--- src/rtl/dave_pkg.sv ---
// Shared constants for the Dave interrupt controller: channel indices,
// default I/O port and status/control bit-position helpers.
package dave_pkg;

    localparam int NCH     = 4;
    localparam int CH_TONE = 0;
    localparam int CH_SEC  = 1;
    localparam int CH_VID  = 2;
    localparam int CH_EXT  = 3;

    localparam logic [7:0] PORT_DEFAULT = 8'hB4;

    // Control byte: even bit enables a channel, odd bit clears its latch.
    // Status byte: even bit is the source level, odd bit the latch.
    function automatic int en_pos(input int c);
        return 2 * c;
    endfunction

    function automatic int clr_pos(input int c);
        return 2 * c + 1;
    endfunction

    function automatic int src_pos(input int c);
        return 2 * c;
    endfunction

    function automatic int lat_pos(input int c);
        return 2 * c + 1;
    endfunction

endpackage

--- src/rtl/edge_latch.sv ---
// One interrupt channel: samples its source, detects a 1->0 transition
// and holds a sticky latch with set-over-clear priority.
module edge_latch
    import dave_pkg::*;
(
    input  logic clock,
    input  logic reset,
    input  logic src_i,
    input  logic clr_i,
    output logic smp_o,
    output logic lat_o
);

    logic smp_q;
    logic hist_q;
    logic lat_q;
    logic lat_d;
    logic fall;

    // History and sample preset high so leaving reset never fakes an edge.
    assign fall = hist_q & ~smp_q;

    always_comb begin
        lat_d = lat_q;
        if (fall) begin
            lat_d = 1'b1;
        end else if (clr_i) begin
            lat_d = 1'b0;
        end
    end

    always_ff @(posedge clock or posedge reset) begin
        if (reset) begin
            smp_q  <= 1'b1;
            hist_q <= 1'b1;
            lat_q  <= 1'b0;
        end else begin
            smp_q  <= src_i;
            hist_q <= smp_q;
            lat_q  <= lat_d;
        end
    end

    assign smp_o = smp_q;
    assign lat_o = lat_q;

endmodule

--- src/rtl/dave_int.sv ---
// Dave interrupt controller: tone/1Hz/video/ext edge latches, port decode,
// status readback and active-low irq. Define DAVE_EXTINT_EN to build channel 3.
module dave_int
    import dave_pkg::*;
#(
    parameter int unsigned SECDIV = 4000000,
    parameter logic [7:0]  PORT   = PORT_DEFAULT
) (
    input  logic       clock,
    input  logic       reset,
    input  logic       pe,
    input  logic       iorq,
    input  logic       rd,
    input  logic       wr,
    input  logic [7:0] a,
    input  logic [7:0] d,
    output logic [7:0] q,
    input  logic       tone,
    input  logic       vint,
    input  logic       ext,
    output logic       irq
);

`ifdef DAVE_EXTINT_EN
    localparam int NACT = NCH;
`else
    localparam int NACT = NCH - 1;
`endif
    localparam int DW = 2 * NACT;
    localparam logic [23:0] CNT_LAST = 24'(SECDIV - 1);
    localparam logic [23:0] CNT_HALF = 24'(SECDIV / 2);

    logic [23:0]     cnt_q, cnt_d;
    logic            sec_src;
    logic [NACT-1:0] src_raw, src_s, lat, clr;
    logic [NACT-1:0] en_q, en_d;
    logic [NCH-1:0]  src_all, lat_all;
    logic            wr_hit, rd_hit;
    logic            wr_seen_q, wr_seen_d;
    logic            wr_stb_q, wr_stb_d;
    logic [DW-1:0]   wr_dat_q;
    logic [7:0]      q_q, q_d;
    logic            irq_q, irq_d;

    assign cnt_d   = !pe ? cnt_q : (cnt_q == CNT_LAST) ? 24'd0 : cnt_q + 24'd1;
    assign sec_src = (cnt_q < CNT_HALF);

    assign src_raw[CH_TONE] = tone;
    assign src_raw[CH_SEC]  = sec_src;
    assign src_raw[CH_VID]  = vint;

`ifdef DAVE_EXTINT_EN
    logic [1:0] ext_sync_q;

    always_ff @(posedge clock or posedge reset) begin
        if (reset) begin
            ext_sync_q <= 2'b11;
        end else begin
            ext_sync_q <= {ext_sync_q[0], ext};
        end
    end

    assign src_raw[CH_EXT] = ext_sync_q[1];
`else
    logic [2:0] unused_ext;
    assign unused_ext = {ext, d[7:6]};
`endif

    for (genvar c = 0; c < NACT; c++) begin : g_ch
        edge_latch u_latch (
            .clock (clock),
            .reset (reset),
            .src_i (src_raw[c]),
            .clr_i (clr[c]),
            .smp_o (src_s[c]),
            .lat_o (lat[c])
        );
    end

    // A held write sees several pe strobes; only the first one acts.
    assign wr_hit    = pe & ~iorq & ~wr & (a == PORT);
    assign rd_hit    = pe & ~iorq & ~rd & (a == PORT);
    assign wr_seen_d = pe ? wr_hit : wr_seen_q;
    assign wr_stb_d  = wr_hit & ~wr_seen_q;

    always_comb begin
        en_d = en_q;
        clr  = '0;
        if (wr_stb_q) begin
            for (int c = 0; c < NACT; c++) begin
                en_d[c] = wr_dat_q[en_pos(c)];
                clr[c]  = wr_dat_q[clr_pos(c)];
            end
        end
    end

    assign src_all = NCH'(src_s);
    assign lat_all = NCH'(lat);

    always_comb begin
        q_d = q_q;
        if (rd_hit) begin
            for (int c = 0; c < NCH; c++) begin
                q_d[src_pos(c)] = src_all[c];
                q_d[lat_pos(c)] = lat_all[c];
            end
        end
    end

    assign irq_d = ~|(lat & en_q);

    always_ff @(posedge clock or posedge reset) begin
        if (reset) begin
            cnt_q     <= 24'd0;
            wr_seen_q <= 1'b0;
            wr_stb_q  <= 1'b0;
            en_q      <= '0;
            q_q       <= 8'hFF;
            irq_q     <= 1'b1;
        end else begin
            cnt_q     <= cnt_d;
            wr_seen_q <= wr_seen_d;
            wr_stb_q  <= wr_stb_d;
            en_q      <= en_d;
            q_q       <= q_d;
            irq_q     <= irq_d;
        end
    end

    // Write data rides alongside wr_stb_q; it needs no reset.
    always_ff @(posedge clock) begin
        wr_dat_q <= d[DW-1:0];
    end

    assign q   = q_q;
    assign irq = irq_q;

endmodule

--- config.mk ---
export PLATFORM = sky130hd
export DESIGN_NAME = dave_int
export DESIGN_NICKNAME = d
export VERILOG_FILES = /design/src/rtl/dave_pkg.sv /design/src/rtl/edge_latch.sv /design/src/rtl/dave_int.sv
export SDC_FILE = /design/constraint.sdc
export NUM_CORES = 1
export LEC_CHECK = 0
export ABC_AREA = 1
export CORE_MARGIN = 2
export CORE_UTILIZATION = 45
export CTS_CLUSTER_SIZE = 20
export DETAILED_ROUTE_END_ITERATION = 10
export PLACE_DENSITY = 0.72
export SETUP_SLACK_MARGIN = 0.2
export SLEW_MARGIN = 0
export SYNTH_ARGS = -nofsm -noshare
export SYNTH_HDL_FRONTEND = slang
export SYNTH_SLANG_ARGS = --single-unit
--- constraint.sdc ---
create_clock -name clock -period 1.6 [get_ports clock]
set_clock_uncertainty 0.05 [all_clocks]
set_input_delay 0.32 -clock clock [delete_from_list [all_inputs] [get_ports clock]]
set_output_delay 0.32 -clock clock [all_outputs]
set_load 0.005 [all_outputs]
# ---- Yosys cells after proc, flatten, opt, wreduce, memory -nomap -nowiden
# Index checks and enable logic that the tools add are counted.
dict set report classes {
  magnitude_cmp 1
  n_eq_ne 2
  mul 0
  bitwise 17
  n_addsub 1
  mux 8
  n_reduce_logical 5
  div_mod_pow 0
  shifts 0
}
# cell n
set ops {}
lappend ops {{adder 24 x 1 -> 24 bit, second input constant} 1}
lappend ops {{equality test 24 x 22 -> 1 bit, second input constant} 1}
lappend ops {{less-than comparator 24 x 21 -> 1 bit, second input constant} 1}
lappend ops {{2-to-1 mux 24 bit} 1}
lappend ops {{AND 1 bit} 9}
lappend ops {{equality test 8 bit, second input constant} 1}
lappend ops {{inverter 1 bit} 7}
lappend ops {{2-to-1 mux 1 bit} 6}
lappend ops {{nonzero test 2 bit} 3}
lappend ops {{AND 3 bit} 1}
lappend ops {{2-to-1 mux 3 bit} 1}
lappend ops {{OR reduction 3 bit} 1}
lappend ops {{zero test 1 bit} 1}
dict set report totals {
  latch_bits 0
  out_inout_bits 9
  ramBits 0
  regBits 53
  memories 0
  romBits 0
  elab_cells 50
}

# ---- Logic depth before layout (Yosys ltp)
# Gate-level depths: netlist of the first run.
dict set report logic_depth {
  word_depth 5
  depth_mapped 9
  depth_no_buf 9
}

# ---- Hierarchy
# A second synthesis of the first run with hierarchy kept.
dict set report unflattened {
  cells_unflattened 318
  hier_area_um2 2595.0
}
# module area_each_um2 cells_each instances
set modules_own_cells {}
lappend modules_own_cells {dave_int 2294.7 291 1}
lappend modules_own_cells {edge_latch 100.1 9 3}

# ---- Least setup slack after synthesis of the first run
# Ideal clock, no wire load.
dict set report synth_path {
  kind {flip-flop to flip-flop}
  start {register cnt_q[0]}
  end {register cnt_q[21]}
  path_slack_ns 0.213
  stages_incl_launch_ff 8
  setup_ns 0.119
  n_path_buf 0
  t_required_ns 1.431
  t_arrival_ns 1.218
  synth_period_minus_slack_ns 1.387
  cell_sequence {dfrtp_1 > ha_1 > nand3_2 > nor2_8 > and2_4 > nand3_4 > nand2_1 > nor2_1}
}
dict set report synth_between {
  elab_chain_len 2
}
# item line
set synth_rtl {}
lappend synth_rtl {{start, declared} dave_int.sv:33} ;# logic [23:0] cnt_q, cnt_d;
lappend synth_rtl {{start signal, assigned} dave_int.sv:121} ;# cnt_q <= cnt_d;
lappend synth_rtl {{adder 24 x 1 -> 24 bit / equality test 24 x 22 -> 1 bit (equally long branches)} dave_int.sv:45} ;# assign cnt_d = !pe ? cnt_q : (cnt_q == CNT_LAST) ? 24'd0 : cnt_q + 24'd1;
lappend synth_rtl {{2-to-1 mux 24 bit (*)} dave_int.sv:45}
# Mark *: on every way between the ends. The rest lies on a longest branch, timed or not.
# A chain may end at the register's enable or synchronous reset.

# ---- Worst setup path in the final report of the first run
dict set report layout_path {
  start {register cnt_q[1]}
  end {register cnt_q[20]}
}
# The elaborated chain is that of the path after synthesis.

==> run metrics, run 1 <==
status finished, final reports clean; Total Routing Usage GR 18.7%; CTS Sinks 52; crit-path cells ha_4, nand3_4, nor2_8, and2_4, nand3_4, nand2_1, nor2_1; CTS tree yes; Clock Latency Late Sink 0.32 ns; unrepaired setup endpoints after global routing yes; CTS H-tree lvls 2; largest family of logic cells by synthesized area simple AND/OR/NAND/NOR gates; max cap viols 0; Mapped Area 2530 µm²; 1st-pass router iterations 4; final antenna-violating net count 0; Core Area 5470 µm²; drc violations 0; Die W 79.1 µm; CP most frequent cell nand3_4; achievable frequency 694 MHz; DP Worst Slack -0.170 ns; Total Wirelength 5520 µm; starting density of the core 46.3%; compound-gate portion of the synthesized area 3.41%; WS Path Type reg2reg; area delta synth->final 30.1%; routability cong. 0.951; Syn Inst Count 300; Slowest Stage Delay on Critical Path 0.42 ns; layout cells sized above 1 29.4%; dominant cell type by area after synthesis dfrtp_1; final setup margin 0.160 ns; Post-Synth Adder-Cell Area 0.494%; Post-Synth XOR/XNOR Area 2.42%; CP Capture Type flip-flop; multiplexer share of the synthesized area 1.33%; setup tns final 0 ns; Yosys warnings 0; Main synth FF type dfrtp_1; vias in the first global route 2059; n_diodes 0; Root Buffer clkbuf_8; die area 6250 µm²; most frequent cells in the layout nand2_1 (79), inv_1 (36), dfrtp_1 (28); Seq/Total Area, Yosys 50.8%; count of cell types in the netlist 36; FP Rows 27; initial antenna violation count 0; first-pass GRT wire length 9070 µm; Final Total Pwr 2.87 mW; Die Y 79.1 µm; Synth Register Bits 52; # nets final 386; CTS max path bufs 2; starting DRC count in detailed routing 99; IO Pins 34; Post-synth EDFFs 0; slowest cell on the critical path dfrtp_1; maximum vdd drop 0.445 mV; largest net degree at the start of global routing 47; Final setup viols 0; dpl cell area 3040 µm²; WP buf/inv 0; Synth area leaders dfrtp_1 (32%), dfstp_2 (15%), nand2_1 (12%); Worst setup SP type flip-flop; Power Dens Cells 869 nW/µm²; Wirelength per Cell 12.7 µm; dpl hpwl 3830 µm; gr ovfl total 0; CTS buffer count 5; Tcrit/Tclk final 90.0%; ys async rst share 88.5%; syn avg cell area 8.45 µm²; vias after detailed routing 2116; delay-heaviest family, CP simple AND/OR/NAND/NOR gates; design area 3300 µm²; min Tclk post-route 1.44 ns; Hold Vio Cnt, Final 0; clock slew at reported path FFs 0.10 ns; worst relative slew slack 82.3%; crit-path max FO 5; vias per cell 4.89; Worst Path Required 1.76 ns; commonest non-fill, non-tap cell in the layout nand2_1; Yosys top cell area share 31.6%; WP data arrival 1.60 ns; Synth Area in Simple Gates 34.6%; leakage power 1.58 nW; Synthesized Nets 326; Slew Limit Fails 0; IO buf count 30; Worst Hold Class reg2reg; Tightest Pin Transition 0.264 ns
layer usage:
layer / vias to the layer above / global-route usage (%) / wire [µm]
met5: - / 0 / 0
met4: 0 / 6.90 / 124
met3: 12 / 4.66 / 292
met2: 60 / 31.1 / 2730
met1: 970 / 23.6 / 2370
li1: 1074 / - / -
registers in the layout, indices dropped and copies added (netlist names):
signal               count
cnt_q                   24
en_q                     3
g_ch.u_latch.hist_q      3
g_ch.u_latch.lat_o       3
g_ch.u_latch.smp_o       3
irq                      1
q                        7
wr_dat_q                 6
wr_seen_q                1
wr_stb_q                 1
area by class of cell:
type | instances | area, µm²
clock buffer | 5 | 68.8
clock inverter | 3 | 28.8
fill | 486 | 2170
inverter | 43 | 165
multi-input combinational | 204 | 1180
sequential | 52 | 1290
tap | 72 | 90.1
timing repair buffer | 54 | 473
worst register-to-register path: cells and delay by family, from the launching register on:
family	cells	cell delay, ns
adders and majority gates	1	0.18
DFF	1	0.42
and+or+nand+nor	6	0.70
timing repair:
action | in CTS | in global routing
hold buffers | 0 | 0
pin swaps | 7 | 6
cloned | 1 | 0
setup endpoints to repair | 29 | 26
gates resized for setup | 49 | 20
setup buffers | 5 | 5
power breakdown:
part	internal (mW)	total [mW]	switching, mW
registers	1.42	1.56	0.138
clock network	0.331	0.805	0.474
logic	0.244	0.501	0.257
cell families after synthesis:
group / count (synthesis)
fa+ha+maj: 1
compound gates: 16
flops: 52
xor+xnor: 7
simple gates: 176
buf+inv: 45
mux: 3
synth_stat cells, types with 2 or more instances:
cell / count
nand3_2: 3
dfrtp_1: 32
nand4_1: 12
inv_1: 41
nor3_1: 2
mux2_2: 3
xnor2_1: 2
o21ai_0: 4
nor2_1: 27
xor2_1: 5
nand3_1: 25
nand2_1: 82
nor2_2: 8
o21bai_1: 2
nand2_2: 3
dfstp_2: 14
dfxtp_1: 6
nor2_4: 3
o21ai_1: 2
buf_4: 2
a21oi_1: 7
stage by stage:
stage	util, %	std cells	hold slack, ns
finish	60.3	433	0.325
global placement	55.6	414	0.316
floorplan	-	300	0.274
global route	60.3	433	0.339
detailed placement	55.6	414	0.320
CTS	58.6	428	0.334
path summary, 6_finish.rpt:
check,from,endpoint,slack (ns),depth (start not counted)
max,cnt_q[1],cnt_q[20],0.16,7
min,g_ch[1].u_latch.smp_o,g_ch[1].u_latch.hist_q,0.33,0
max reg2reg,cnt_q[1],cnt_q[20],0.16,7
min reg2reg,g_ch[1].u_latch.smp_o,g_ch[1].u_latch.hist_q,0.33,0
max in group asynchronous,reset,q[4],0.89,3
min in group asynchronous,reset,g_ch[1].u_latch.lat_o,0.34,3
Note: power is estimated with default switching activity, not from simulation.
==> run 2: changes to the inputs <==
CTS_CLUSTER_DIAMETER = 30   (was unset)
clock period = 1.5 ns   (was 1.6 ns; I/O delays follow)
==> run 2 against run 1 <==
Effect of this change: sequential share of layout area decreased by 2.9 points; fmax decreased by 2.6%; clock power increased by 9.6%; largest power group unchanged.
==> run metrics, run 2 (synthesized netlist as in run 1, its figures left out) <==
achievable frequency 677 MHz (-2.6%); CTS Sinks 52 (unchanged); internal power 2.22 mW (+11%); Die Y 79.1 µm (unchanged); crit-path cells ha_4, nand3_4, nor2_8, and2_4, nand3_4, nand2_1, nor2_1; initial antenna violation count 0 (unchanged); Core Area 5470 µm² (unchanged); unrepaired setup endpoints after global routing yes; starting density of the core 46.3% (unchanged); Biggest register cnt_q; commonest non-fill, non-tap cell in the layout nand2_1; Gate power share 20.6% (+3.1 points); Total Wirelength 6370 µm (+15%); max cap viols 0 (unchanged); Worst setup SP type flip-flop; vias after detailed routing 2287 (+8.1%); Switch Pwr 1.00 mW (+16%); starting DRC count in detailed routing 131 (+32%); Total Routing Usage GR 20.2% (+1.5 points); maximum vdd drop 0.488 mV (+9.6%); IO buf count 30 (unchanged); dpl hpwl 4130 µm (+7.9%); largest net degree at the start of global routing 47 (unchanged); Die W 79.1 µm (unchanged); drc violations 0 (unchanged); CTS tree yes; FP Rows 27 (unchanged); Tightest Pin Transition 0.316 ns (+0.0528 ns); WP buf/inv 0 (unchanged); Power Dens Cells 901 nW/µm² (+3.7%); design area 3580 µm² (+8.6%); Hold Vio Cnt, Final 0 (unchanged); dpl cell area 3150 µm² (+3.5%); status finished, final reports clean; # nets final 402 (+4.1%); Slowest Stage Delay on Critical Path 0.41 ns (about the same); Worst Path Required 1.66 ns (-0.10 ns); crit-path max FO 6 (+1); delay-heaviest family, CP simple AND/OR/NAND/NOR gates; Clock Power Share 27.4% (-0.7 points); vias per cell 5.09 (+4.2%); Worst Hold Class reg2reg; Largest register FFs 24 (unchanged); Root Buffer clkbuf_8; Hold Buf Count CTS 0 (unchanged); first-pass GRT wire length 9850 µm (+8.6%); WP data arrival 1.64 ns (+0.04 ns); min Tclk post-route 1.48 ns (+0.0382 ns); gr ovfl total 0 (unchanged); Clock Latency Late Sink 0.31 ns (about the same); routability cong. 0.966 (+1.6%); clock slew at reported path FFs 0.10 ns (about the same); leakage power 1.78 nW (+13%); vias in the first global route 2185 (+6.1%); most frequent cells in the layout nand2_1 (76), inv_1 (35), buf_4 (32); die area 6250 µm² (unchanged); n_diodes 0 (unchanged); WS Path Type reg2reg; CP most frequent cell nand3_4; final antenna-violating net count 0 (unchanged); area delta synth->final 41.3%; Slew Limit Fails 0 (unchanged); Wirelength per Cell 14.2 µm (+11%); CTS buffer count 5 (unchanged); Hold Slack 0.330 ns (+0.00465 ns); CTS H-tree lvls 2 (unchanged); Final setup viols 0 (unchanged); layout cells sized above 1 38.7% (+9.4 points); IO Pins 34 (unchanged); Tcrit/Tclk final 98.5% (+8.5 points); slowest cell on the critical path dfrtp_1; CP Capture Type flip-flop; Filler cells 442 (-9.1%); setup tns final 0 ns (unchanged); CTS max path bufs 2 (unchanged); worst relative slew slack 78.7% (-3.5 points); Net Sw Frac 31.1% (+0.82 points); Flop pwr share 52.1% (-2.4 points); 1st-pass router iterations 4 (unchanged)
-- run 2: cell types whose count changed in the layout (fill, tap and decap cells not counted), sizes merged --
cell / delta
clkdlybuf4s50: -6
dlymetal6s2s: +5
buf: +16
dlygate4sd2: +1
-- run 2: through the flow --
stage / cells / util, % / total power [mW] / setup WS (ns)
final: 449 / 65.5 / 3.23 / 0.0218
after global routing: 449 / 65.5 / 3.38 / -0.0612
after CTS: 441 / 61.0 / 3.17 / 0.0611
after detailed placement: 427 / 57.5 / 2.18 / -0.262
after global placement: 427 / 57.5 / 2.16 / -0.252
after floorplan: 300 / - / 1.97 / 0.143
-- run 2: worst paths after layout --
check,from,end,slack [ns],cells past startpoint
max in group asynchronous,reset,q[4],0.80,3
setup reg to reg,cnt_q[0],cnt_q[19],0.02,7
setup / recovery,cnt_q[0],cnt_q[19],0.02,7
min in group asynchronous,reset,g_ch[0].u_latch.lat_o,0.34,3
hold reg to reg,g_ch[2].u_latch.smp_o,g_ch[2].u_latch.hist_q,0.33,0
hold / removal,g_ch[2].u_latch.smp_o,g_ch[2].u_latch.hist_q,0.33,0
-- run 2: repair_timing --
item / CTS / global route
setup buffers: 5 / 8
gates cloned: 1 / 0
setup endpoints to repair: 37 / 42
gates resized for setup: 65 / 52
pin swaps: 17 / 22
-- run 2: per-layer routing --
metal  wire [µm]  GRT usage [%]  vias up
li1            -              -     1100
met1        2630           24.4     1110
met2        3310           34.5       66
met3         325           4.55       11
met4         111           9.14        0
met5           0              0        -
-- run 2: power groups by stage --
stage          Clock (mW)  Sequential (mW)  Combinational [mW]
6_report            0.882             1.68               0.664
5_1_grt             0.963             1.70               0.721
4_1_cts             0.910             1.67               0.589
3_5_place_dp            0             1.67               0.511
3_3_place_gp            0             1.67               0.494
2_1_floorplan           0             1.65               0.317
-- run 2: layout make-up --
type	instances	area, µm²	area share, %
Clock buffer	5	68.8	1.92
Tap cell	72	90.1	2.51
Sequential cell	52	1300	36.3
Inverter	43	166	4.65
Clock inverter	3	28.8	0.803
Multi-Input combinational cell	204	1290	36.1
Timing Repair Buffer	70	636	17.7
==> run 3: changes to the inputs <==
SYNTH_HIERARCHICAL = 1   (was unset)
==> run 3 against run 2 <==
Effect of this change: combinational power fell by 33%; register-to-register slack about the same; largest cell class unchanged; highest routed layer unchanged; first-iteration DRC count shrank 47%; sequential power down 7%; critical path type unchanged.
==> run metrics, run 3 <==
status finished, final reports clean; sequential cell area 1290 µm² (-0.58%); Synthesized Nets 344 (+5.5%); Net Sw Frac 27.5% (-3.6 points); slowest cell on the critical path dfrtp_1; Flop pwr share 54.9% (+2.8 points); Tightest Pin Transition 0.298 ns (-0.0181 ns); Seq/Total Area, Yosys 49.7% (-1.2 points); maximum vdd drop 0.571 mV (+17%); CP most frequent cell nor2_4; Slowest Stage Delay on Critical Path 0.39 ns (-0.02 ns); CTS max path bufs 2 (unchanged); leakage power 1.76 nW (-1.3%); dpl cell area 3110 µm² (-1.3%); IO Pins 34 (unchanged); Synth Register Bits 52 (unchanged); n_diodes 0 (unchanged); # nets final 412 (+2.5%); setup tns final 0 ns (unchanged); Power Dens Cells 831 nW/µm² (-7.8%); Mapped Area 2590 µm² (+2.4%); largest net degree at the start of global routing 31 (-34%); Synth area leaders dfrtp_1 (31%), dfstp_2 (14%), nand2_1 (13%); starting DRC count in detailed routing 70 (-47%); Yosys warnings 6 (+6); CTS Sinks 52 (unchanged); CTS H-tree lvls 2 (unchanged); worst relative slew slack 80.1% (+1.4 points); CTS tree yes; ys async rst share 88.5% (unchanged); design area 3440 µm² (-4.1%); top-count cell post-synth nand2_1; Tcrit/Tclk final 99.2% (+0.61 points); Gate power share 15.6% (-5.0 points); count of cell types in the netlist 29 (-19%); Die Y 79.9 µm (+1.1%); dominant cell type by area after synthesis dfrtp_1; area of the multi-input gates 1170 µm² (-9.1%); 1st-pass router iterations 4 (unchanged); Final setup viols 0 (unchanged); gr ovfl total 0 (unchanged); crit-path cells ha_2, nand2_4, nor2_4, nand2_2, nor2_4, nand3_4, nand2_1, nor2_1; most frequent cells after synthesis nand2_1 (89), inv_1 (48), nor2_1 (41); Final Non-Filler Cells 459 (+2.2%); Clock Latency Late Sink 0.31 ns (about the same); drc violations 0 (unchanged); vias per cell 4.88 (-4.3%); Post-synth EDFFs 0 (unchanged); internal power 2.07 mW (-6.9%); final core occ 62.0% (-3.4 points); Root Buffer clkbuf_8; min Tclk post-route 1.49 ns (+0.00919 ns); Cells after DPL 434 (+1.6%); clock slew at reported path FFs 0.11 ns (about the same); unrepaired setup endpoints after global routing yes; Core Area 5540 µm² (+1.2%); die area 6390 µm² (+2.3%); IO buf count 30 (unchanged); Filler cells 494 (+12%); Slew Limit Fails 0 (unchanged); max cap viols 0 (unchanged); Syn Inst Count 318 (+6.0%); CTS buffer count 5 (unchanged); dpl hpwl 4210 µm (+2.0%); FP Rows 27 (unchanged); WS Path Type reg2reg; Yosys top cell area share 30.9% (-0.73 points); area delta synth->final 32.4%; Hold Slack 0.220 ns (-0.110 ns); achievable frequency 672 MHz (-0.62%); first-pass GRT wire length 9680 µm (-1.7%); commonest non-fill, non-tap cell in the layout nand2_1; Worst Hold Class in2async; layout cells sized above 1 28.7% (-10 points); Worst setup SP type flip-flop; Die W 79.9 µm (+1.1%); syn avg cell area 8.16 µm² (-3.4%); Switch Pwr 785 µW (-22%); Total Routing Usage GR 19.6% (-0.62 points); WP data arrival 1.64 ns (about the same); Hold Vio Cnt, Final 0 (unchanged); most frequent cells in the layout nand2_1 (84), inv_1 (47), nor2_1 (38); Total Wirelength 5890 µm (-7.5%); final antenna-violating net count 0 (unchanged); Clock Power Share 29.5% (+2.1 points); initial antenna violation count 0 (unchanged); routability cong. 0.948 (-1.8%); vias after detailed routing 2238 (-2.1%); CP Capture Type flip-flop; Wirelength per Cell 12.8 µm (-9.5%); Largest register FFs 24 (unchanged); Biggest register cnt_q; vias in the first global route 2195 (+0.46%); Main synth FF type dfrtp_1; Worst Path Required 1.65 ns (about the same); crit-path max FO 5 (-1); starting density of the core 46.8% (+0.52 points)
run 3: repair_timing:
| action | in CTS | in global routing |
|---|---|---|
| setup buffers | 8 | 8 |
| gates cloned | 1 | 0 |
| hold buffers | 0 | 0 |
| resized for setup | 52 | 23 |
| setup endpoints to repair | 39 | 40 |
| pin swaps | 14 | 10 |
run 3: worst paths after layout:
kind                                            start                     end  slack, ns  cells past startpoint
min in group clock              g_ch[1].u_latch/smp_o  g_ch[1].u_latch/hist_q       0.34                      0
worst max register to register               cnt_q[1]               cnt_q[15]       0.01                      8
worst min register to register  g_ch[1].u_latch/smp_o  g_ch[1].u_latch/hist_q       0.34                      0
max in group asynchronous                       reset                     irq       0.73                      3
worst max-delay path                         cnt_q[1]               cnt_q[15]       0.01                      8
worst min-delay path                            reset   g_ch[0].u_latch/lat_o       0.22                      2
run 3: power by group through the flow:
stage	Sequential, mW	Combinational, mW	Clock, mW
final	1.57	0.445	0.841
after global routing	1.58	0.491	0.922
after CTS	1.56	0.380	0.868
after detailed placement	1.59	0.305	0
after global placement	1.59	0.295	0
after floorplan	1.58	0.174	0
run 3: cells by family (layout without fill, tap and decap cells):
logic type                 count (synthesis)  count (layout)  share of synthesized area [%]
and+or+nand+nor                          183             184                           34.1
buffers and inverters                     59             127                           8.97
DFF                                       52              52                           49.7
AOI/OAI and AO/OA                         10              10                           2.12
xor gates and xnor gates                  10              10                           3.38
muxes                                      3               3                           1.30
adders and majority gates                  1               1                          0.482
run 3: layout make-up:
type | count | share of cell area [%]
Timing Repair Buffer | 63 | 16.6
Tap cell | 72 | 2.62
Clock buffer | 5 | 2.00
Sequential cell | 52 | 37.6
Inverter | 56 | 6.19
Clock inverter | 3 | 0.765
Multi-Input combinational cell | 208 | 34.2
run 3: routing by layer:
metal	vias up	GRT usage, %	routed length (µm)
met1	1034	23.2	2430
met4	0	6.61	129
li1	1122	-	-
met5	-	0	0
met2	68	34.9	2960
met3	14	4.30	382
run 3: critical path, delay by kind of cell, from the launching register on:
kind,cells,cell delay [ns]
adders and majority gates,1,0.23
DFF,1,0.39
and+or+nand+nor,7,0.70
run 3: per-stage QoR:
stage	setup slack, ns	power [mW]
floorplan	0.188	1.75
global placement	-0.309	1.89
detailed placement	-0.345	1.90
CTS	0.0272	2.81
global route	-0.0830	2.99
finish	0.0126	2.85
